===== src/rtl/audio_playback_sequencer.sv =====
// -----------------------------------------------------------------------------
// audio_playback_sequencer
//
// Sequences the audio playback datapath. A play pulse latches an inclusive
// address range; the block then fetches one sample at a time from sample
// memory over a req/ack handshake and presents each fetched sample once per
// sample period (CLK_DIV clocks). The output stage sees a one-cycle strobe.
//
// Parameters:
//   ADDR_W   sample memory address width
//   DATA_W   sample width
//   CLK_DIV  clk cycles per sample period
//
// Ports:
//   clk, rst            system clock, synchronous active-high reset
//   ena                 tick enable (freezes only the tick counter)
//   play, stop          start / stop pulses (stop wins when both are high)
//   loop_en             restart at start_addr after end_addr
//   start_addr/end_addr inclusive playback range, latched on play
//   mem_req/mem_addr    read request toward sample memory
//   mem_ack/mem_data    read response, mem_ack qualifies mem_data
//   sample/current_addr presented sample and its address
//   sample_stb          one-cycle pulse in the cycle that commits a new sample;
//                       sample/current_addr carry it from the next cycle on
//   busy                high in any state except IDLE
//   done                one-cycle pulse after the last sample of a non-loop run
//
// Optional feature (macro UNDERRUN_CNT_EN):
//   defined   -> adds underrun_cnt[7:0], counts ticks that land in REQ,
//                saturating at 255, cleared on accepted play and on rst
//   undefined -> no port, no counter
// -----------------------------------------------------------------------------
module audio_playback_sequencer #(
  parameter int ADDR_W  = 10,
  parameter int DATA_W  = 8,
  parameter int CLK_DIV = 50
) (
  input  logic              clk,
  input  logic              rst,
  input  logic              ena,
  input  logic              play,
  input  logic              stop,
  input  logic              loop_en,
  input  logic [ADDR_W-1:0] start_addr,
  input  logic [ADDR_W-1:0] end_addr,
  output logic              mem_req,
  output logic [ADDR_W-1:0] mem_addr,
  input  logic              mem_ack,
  input  logic [DATA_W-1:0] mem_data,
  output logic [DATA_W-1:0] sample,
  output logic              sample_stb,
  output logic [ADDR_W-1:0] current_addr,
  output logic              busy,
  output logic              done
`ifdef UNDERRUN_CNT_EN
  ,
  output logic [7:0]        underrun_cnt
`endif
);

  localparam int CNT_W = (CLK_DIV > 1) ? $clog2(CLK_DIV) : 1;
  localparam logic [CNT_W-1:0] CNT_LAST = CNT_W'(CLK_DIV - 1);

  typedef enum logic [1:0] {
    S_IDLE = 2'd0,
    S_REQ  = 2'd1,
    S_HOLD = 2'd2
  } state_t;

  state_t              state_q,    state_d;
  logic [ADDR_W-1:0]   addr_q,     addr_d;
  logic [ADDR_W-1:0]   start_q,    start_d;
  logic [ADDR_W-1:0]   end_q,      end_d;
  logic [CNT_W-1:0]    cnt_q,      cnt_d;
  logic                pend_q,     pend_d;
  logic [DATA_W-1:0]   buf_q,      buf_d;
  logic [DATA_W-1:0]   sample_q,   sample_d;
  logic [ADDR_W-1:0]   cur_addr_q, cur_addr_d;
  logic                done_q,     done_d;
`ifdef UNDERRUN_CNT_EN
  logic [7:0]          ucnt_q,     ucnt_d;
`endif

  logic busy_w;
  logic tick;
  logic play_ok;
  logic stb;

  assign busy_w  = (state_q != S_IDLE);
  assign tick    = busy_w && ena && (cnt_q == CNT_LAST);
  // An empty/reversed range and a play that collides with stop are dropped.
  assign play_ok = play && !stop && (state_q == S_IDLE) && (end_addr >= start_addr);

  always_comb begin
    // NOTE: every signal gets a default before the case so no path leaves it
    // unassigned; otherwise synthesis infers a latch to hold the old value.
    state_d    = state_q;
    addr_d     = addr_q;
    start_d    = start_q;
    end_d      = end_q;
    cnt_d      = cnt_q;
    pend_d     = pend_q;
    buf_d      = buf_q;
    sample_d   = sample_q;
    cur_addr_d = cur_addr_q;
    done_d     = 1'b0;
    stb        = 1'b0;
`ifdef UNDERRUN_CNT_EN
    ucnt_d     = ucnt_q;
`endif

    // Sample-period counter: restarts on play, frozen by ena or in IDLE.
    if (play_ok) begin
      cnt_d = '0;
    end else if (busy_w && ena) begin
      cnt_d = tick ? '0 : cnt_q + CNT_W'(1);
    end

    unique case (state_q)
      S_IDLE: begin
        if (play_ok) begin
          start_d = start_addr;
          end_d   = end_addr;
          addr_d  = start_addr;
          pend_d  = 1'b0;
          state_d = S_REQ;
`ifdef UNDERRUN_CNT_EN
          ucnt_d  = 8'd0;
`endif
        end
      end

      S_REQ: begin
        // Tick before the fetch completes: remember one, present it late.
        if (tick) begin
          pend_d = 1'b1;
`ifdef UNDERRUN_CNT_EN
          if (ucnt_q != 8'hFF) ucnt_d = ucnt_q + 8'd1;
`endif
        end
        if (mem_ack) begin
          buf_d   = mem_data;
          state_d = S_HOLD;
        end
      end

      S_HOLD: begin
        // A coincident tick and pending flag still yield a single strobe.
        if (tick || pend_q) begin
          stb        = 1'b1;
          sample_d   = buf_q;
          cur_addr_d = addr_q;
          pend_d     = 1'b0;
          if (addr_q != end_q) begin
            addr_d  = addr_q + ADDR_W'(1);
            state_d = S_REQ;
          end else if (loop_en) begin
            addr_d  = start_q;
            state_d = S_REQ;
          end else begin
            state_d = S_IDLE;
            done_d  = 1'b1;
          end
        end
      end

      default: state_d = S_IDLE;
    endcase

    // stop overrides everything above: abandon the fetch, keep the last
    // presented sample, and report no completion.
    if (stop) begin
      state_d    = S_IDLE;
      pend_d     = 1'b0;
      sample_d   = sample_q;
      cur_addr_d = cur_addr_q;
      done_d     = 1'b0;
      stb        = 1'b0;
    end
  end

  always_ff @(posedge clk) begin
    // NOTE: state registers use non-blocking assignments so every flop
    // samples its _d value from before this edge, independent of order.
    if (rst) begin
      state_q    <= S_IDLE;
      addr_q     <= '0;
      start_q    <= '0;
      end_q      <= '0;
      cnt_q      <= '0;
      pend_q     <= 1'b0;
      buf_q      <= '0;
      sample_q   <= '0;
      cur_addr_q <= '0;
      done_q     <= 1'b0;
`ifdef UNDERRUN_CNT_EN
      ucnt_q     <= 8'd0;
`endif
    end else begin
      state_q    <= state_d;
      addr_q     <= addr_d;
      start_q    <= start_d;
      end_q      <= end_d;
      cnt_q      <= cnt_d;
      pend_q     <= pend_d;
      buf_q      <= buf_d;
      sample_q   <= sample_d;
      cur_addr_q <= cur_addr_d;
      done_q     <= done_d;
`ifdef UNDERRUN_CNT_EN
      ucnt_q     <= ucnt_d;
`endif
    end
  end

  assign mem_req      = (state_q == S_REQ);
  assign mem_addr     = addr_q;
  assign sample       = sample_q;
  assign sample_stb   = stb;
  assign current_addr = cur_addr_q;
  assign busy         = busy_w;
  assign done         = done_q;
`ifdef UNDERRUN_CNT_EN
  assign underrun_cnt = ucnt_q;
`endif

endmodule


===== config.mk =====
export PLATFORM = sky130hd
export DESIGN_NAME = audio_playback_sequencer
export DESIGN_NICKNAME = d
export VERILOG_FILES = /design/src/rtl/audio_playback_sequencer.sv
export SDC_FILE = /design/constraint.sdc
export NUM_CORES = 1
export LEC_CHECK = 0
export BUFFER_PORTS_ARGS = -buffer_cell sky130_fd_sc_hd__buf_2
export CORE_ASPECT_RATIO = 1.25
export CORE_MARGIN = 2
export CORE_UTILIZATION = 53
export CTS_BUF_LIST = sky130_fd_sc_hd__clkbuf_8 sky130_fd_sc_hd__clkbuf_16
export CTS_CLUSTER_SIZE = 16
export DETAILED_ROUTE_END_ITERATION = 10
export GPL_TIMING_DRIVEN = 0
export HOLD_SLACK_MARGIN = 0.05
export PLACE_DENSITY = 0.77
export REMOVE_ABC_BUFFERS = 1
export SETUP_SLACK_MARGIN = 0.2
export SLEW_MARGIN = 15
export SYNTH_ARGS = -nofsm -noshare
export SYNTH_HDL_FRONTEND = slang
export SYNTH_SLANG_ARGS = --single-unit

===== constraint.sdc =====
create_clock -name clk -period 3.9 [get_ports clk]
set_clock_uncertainty 0.1 [all_clocks]
set_input_delay 0.78 -clock clk [delete_from_list [all_inputs] [get_ports clk]]
set_output_delay 0.78 -clock clk [all_outputs]
set_load 0.05 [all_outputs]

* Yosys cells after proc, flatten, opt, wreduce, memory -nomap -nowiden
Cells that the tools add are included.
** Storage, ports and cells
- Bits in registers :: 66
- Latch bits :: 0
- RAM bits :: 0
- Bits in read-only memories :: 0
- Bits of input ports :: 35
- Output and inout bits :: 32
- Logic and storage cells :: 65
- Memories :: 0
** Cells by class
- $add $sub $neg :: 2
- Multiply operators :: 0
- Divide/modulo/power cells :: 0
- Magnitude comparators :: 1
- Equality and inequality tests :: 9
- Shift-type cells :: 0
- Muxes and demuxes :: 20
- Bitwise gates (word level) :: 3
- Reductions and logical operators :: 20
** Operators with widths (number)
- $mux 10 :: 4
- $pmux 10 s2 :: 1
- $add 10x1->10 const B :: 1
- $ge 10x10->1 :: 1
- $ne 10x10->1 :: 1
- $mux 1 :: 9
- $reduce_and 4->1 :: 2
- $add 6x1->6 const B :: 1
- $eq 6x6->1 const B :: 1
- $mux 2 :: 3
- $mux 6 :: 1
- $pmux 2 s3 :: 1
- $reduce_and 3->1 :: 2
- $logic_and 1x1->1 :: 5
- $reduce_or 5->1 :: 1
- $ne 2x1->1 const B :: 2
- $ne 2x2->1 const B :: 2
- $reduce_and 2->1 :: 2
- $reduce_bool 2->1 :: 2
- $reduce_or 2->1 :: 2
- $ne 3x3->1 const B :: 1
- $not 1->1 :: 3
- $pmux 1 s3 :: 1
- $reduce_bool 3->1 :: 1
- other kinds (5) :: 5

* Logic depth before layout (Yosys ltp)
- Word-level depth :: 7
- Depth in mapped cells :: 9
- Mapped depth without buffers :: 7

* Worst setup path before layout
OpenSTA, ideal clock, no wires.
- Path type :: input port to flip-flop
- Start :: input port start_addr[9]
- End :: register end_q[1]
- Setup time :: 0.132 ns
- Arrival time :: 2.400 ns
- Required time :: 3.668 ns
- Slack :: 1.268 ns
- Stages :: 9
- Buffers on the path :: 2
- Path through :: inv_1 ha_1 a21o_1 a311oi_1 o221ai_1 clkbuf_1 buf_1 nand3_1 a21oi_1
** Between the ends
- Longest elaborated chain between the ends :: 3
** Ends and longest elaborated chain
- from (decl) :: RTL line 44 : input logic [ADDR_W-1:0] start_addr,
- $ge 10x10->1 :: RTL line 92 : assign play_ok = play && !stop && (state_q == S_IDLE) && (end_addr >= start_addr);
- $logic_and 1x1->1 :: RTL line 92
- $reduce_and 2->1 (no source line)
- to (signal assigned) :: RTL line 203 : end_q <= end_d;
- to (decl) :: RTL line 73 : logic [ADDR_W-1:0] end_q, end_d;
Every way passes these cells.
A chain may end at the register's enable or synchronous reset.

* Worst setup path after layout
- Start :: register cnt_q[0]
- End :: output port sample_stb
** Between the ends
- Longest elaborated chain between the ends :: 6
** Ends and longest elaborated chain
- from (decl) :: RTL line 74 : logic [CNT_W-1:0] cnt_q, cnt_d;
- from (signal assigned) :: RTL line 204 : cnt_q <= cnt_d;
- $eq 6x6->1 :: RTL line 90 : assign tick = busy_w && ena && (cnt_q == CNT_LAST);
- $logic_and 1x1->1 :: RTL line 90
- $logic_or 1x1->1 :: RTL line 149 : if (tick || pend_q) begin
- $mux 1 :: RTL line 149
- $mux 1 :: RTL line 119 : unique case (state_q)
- $mux 1 :: RTL line 172 : if (stop) begin
- to (decl) :: RTL line 51 : output logic sample_stb,
Every way passes these cells.

==> impl_metrics.toml <==
[outcome]
status = "finished, final reports clean"

[global_routing]
grt_pass1_vias = 2953
grt.total_usage = 0.255
grt_pass1_wl_um = 13800
antenna_found_initial = 0
busiest_layer = "met2"
use_met1 = 0.328
overflow = 0
grt_max_degree = 68
grt_util_met2 = 0.393
met3_usage = 0.0463

[sta]
relSlewSlack = 0.238
setup_viol = 0
rsz0062_at_grt = "false"
hold_violations = 0
worstMarginPinSlew_ps = 1140
fin_crit_sh = 0.873
setup_ws_ps = 497
fmaxAchievable_ghz = 0.294
fin_crit_ps = 3400
slew_violations = 0

[synthesis]
synth_fa_ha_area_frac = 0.0480
synth_top_family_by_area = "compound AO/OA/AOI/OAI gates"
yosysSeqAreaShare = 0.390
yosysWarnings = 0
async_reset_ff_frac = 0
synthXorXnorAreaFrac = 0.0565
synthMuxAreaShare = 0.0565
ys_types = 48
avgSynthCellArea_um2 = 8.57
synthSimpleGateAreaFrac = 0.178
synth_compound_area_frac = 0.209
syn_inst = 395
synth-seq-cells = 66
syn_area_um2 = 3390
synth_edf_count = 0
synth-main-ff-cell = "dfxtp_1"

[place]
place_congestion = 0.864
dp_worst_setup_slack_ps = 378
io_buffers = 66
dp_hpwl_um = 5810

[final_layout]
drive_gt1_frac = 0.213
fillerInstances = 557
layout_common_cells = "dfxtp_1 (66), buf_2 (65), a21oi_1 (33), nand3_1 (33), nand2_1 (28)"
num_antenna_cells = 0
final_util = 0.641
syn2layout_area_growth_pct = 16.7
final_common_cell = "dfxtp_1"
nNetsFinal = 490

[critical_path]
end_kind = "output port"
worstPathCellList = "ha_1, and4bb_2, a31oi_1, nor3_4, buf_6, buf_4, buf_2"
slowest_delay_ps = 440
crit_required_ps = 3020
critPathTopFamily = "simple AND/OR/NAND/NOR gates"
worstPathArrival_ps = 2520
start_kind = "flip-flop"
critPathSlowestCell = "nor3_4"
setup.worst_path.start = "cnt_q[0]"
path_class = "flip-flop to output port"
crit_buf_inv = 3
critPathMaxFanout = 9
reg2reg_from = "state_q[1]"

[die]
die-area_um2 = 7050
die_h_um = 93.4
die_x_um = 75.5
initial_core_util = 0.549
num_rows = 32
ios = 67
fp.coreArea_um2 = 6170

[clock_tree]
cts.reportedPaths.clkPinSlew_ps = 70
cts_buffers = 9
cts_sinks = 66
clkLatencyLatePin_ps = 350
cts_tree = "done"
cts-root-buf = "clkbuf_8"
h-tree-depth = 3
cts.path.max_buffers = 2

[drt]
vias_per_cell = 6.00
first_pass_iters = 5
wirelength_um = 8480
drtIter0Drc = 247
drc_errors = 0
postRouteAntennaNets = 0
routedWlPerCell_um = 15.9
via_count = 3194

[pwr]
power_density_nw_per_um2 = 404
vdd.ir_drop.worst_uv = 288
p_leak_nw = 1.52

[worst_hold_path]
holdCritStartpoint = "buf_q[7]"
min_path_type = "flip-flop to flip-flop"

[job]
drv_cap = 0
final cells by class:
cell class / instances / area (um^2) / area share
Timing Repair Buffer: 69 / 367 / 0.0928
Inverter: 13 / 48.8 / 0.0123
Sequential cell: 66 / 1320 / 0.334
Multi-Input combinational cell: 283 / 1890 / 0.479
Clock inverter: 7 / 92.6 / 0.0234
Tap cell: 85 / 106 / 0.0269
Clock buffer: 9 / 124 / 0.0313
per-stage QoR:
step           TNS, ps  std cells  total power (W)  hold WS, ps  cell area [um^2]
5_1_grt              0        532          0.00165          372              3950
3_5_place_dp         0        516         0.000975          347              3730
6_report             0        532          0.00160          357              3950
3_3_place_gp    -16470        513         0.000958          341              3670
4_1_cts              0        532          0.00160          357              3940
2_1_floorplan   -13050        362         0.000875          330              3230
state kept, by name (all words and copies together) (netlist names):
name          flops
start_q          10
mem_addr         10
end_q            10
current_addr     10
cnt_q             6
pend_q            1
buf_q             8
state_q           2
done              1
sample            8
logic make-up (layout without fill, tap and decap cells):
| group | count (synthesis) | after routing |
|---|---|---|
| AND/OR/NAND/NOR | 122 | 122 |
| multiplexers | 19 | 19 |
| adder cells (fa/ha/maj) | 13 | 13 |
| buffers and inverters | 46 | 98 |
| AO/OA/AOI/OAI | 108 | 108 |
| XOR/XNOR | 21 | 21 |
| flip-flops | 66 | 66 |
path summary, 6_finish.rpt:
path | end | slack, ps | depth (start not counted)
max | sample_stb | 500 | 7
min | buf_q[7] | 360 | 2
max reg2reg | mem_addr[8] | 880 | 5
min reg2reg | buf_q[7] | 360 | 2
power by group:
group          total (W)  switching [W]  internal (W)
clock network   0.000633       0.000273      0.000359
registers       0.000706      0.0000194      0.000687
logic           0.000259       0.000176     0.0000830
routing by layer:
layer	routed length [um]	up-vias	part of all wire
met5	0	-	0
met4	340	0	0.040
met1	3660	1516	0.43
met2	4050	112	0.48
met3	435	28	0.051
li1	-	1538	-
repair_timing:
item,4_1_cts,5_1_grt
setup buffers,0,0
endpoints found under the hold margin,0,0
gates resized for setup,0,1
hold buffers,0,0
endpoints found under the setup margin,0,1
cell usage after synthesis (2+ instances only):
cell type | count | area, um^2
dfxtp_1 | 66 | 1320
a21oi_1 | 33 | 165
nand3_1 | 33 | 165
nand2_1 | 28 | 105
nor2_1 | 26 | 97.6
o21ai_0 | 22 | 110
clkbuf_1 | 19 | 71.3
mux2i_1 | 18 | 180
xnor2_1 | 17 | 149
ha_1 | 13 | 163
inv_1 | 13 | 48.8
a311oi_1 | 11 | 96.3
a221oi_1 | 9 | 78.8
nor4_1 | 7 | 43.8
a21o_1 | 6 | 45.0
buf_2 | 6 | 30.0
nor3_1 | 6 | 30.0
nand4_1 | 5 | 31.3
a211o_1 | 4 | 35.0
o31ai_1 | 4 | 30.0
a211oi_1 | 3 | 22.5
buf_1 | 3 | 11.3
buf_4 | 3 | 22.5
nand2b_1 | 3 | 18.8
nor2b_1 | 3 | 18.8
o211ai_1 | 3 | 22.5
xor2_1 | 3 | 26.3
a22oi_1 | 2 | 15.0
and3_1 | 2 | 12.5
and4_1 | 2 | 17.5
buf_6 | 2 | 22.5
nor3b_1 | 2 | 15.0
o21a_1 | 2 | 15.0
o41ai_1 | 2 | 17.5
worst reg2reg max path, delay by kind of cell (launching register included):
family          cells  cell delay [ps]
compound gates      3             1670
flops               1              370
simple gates        2              730
(Power assumes the default switching activity.)
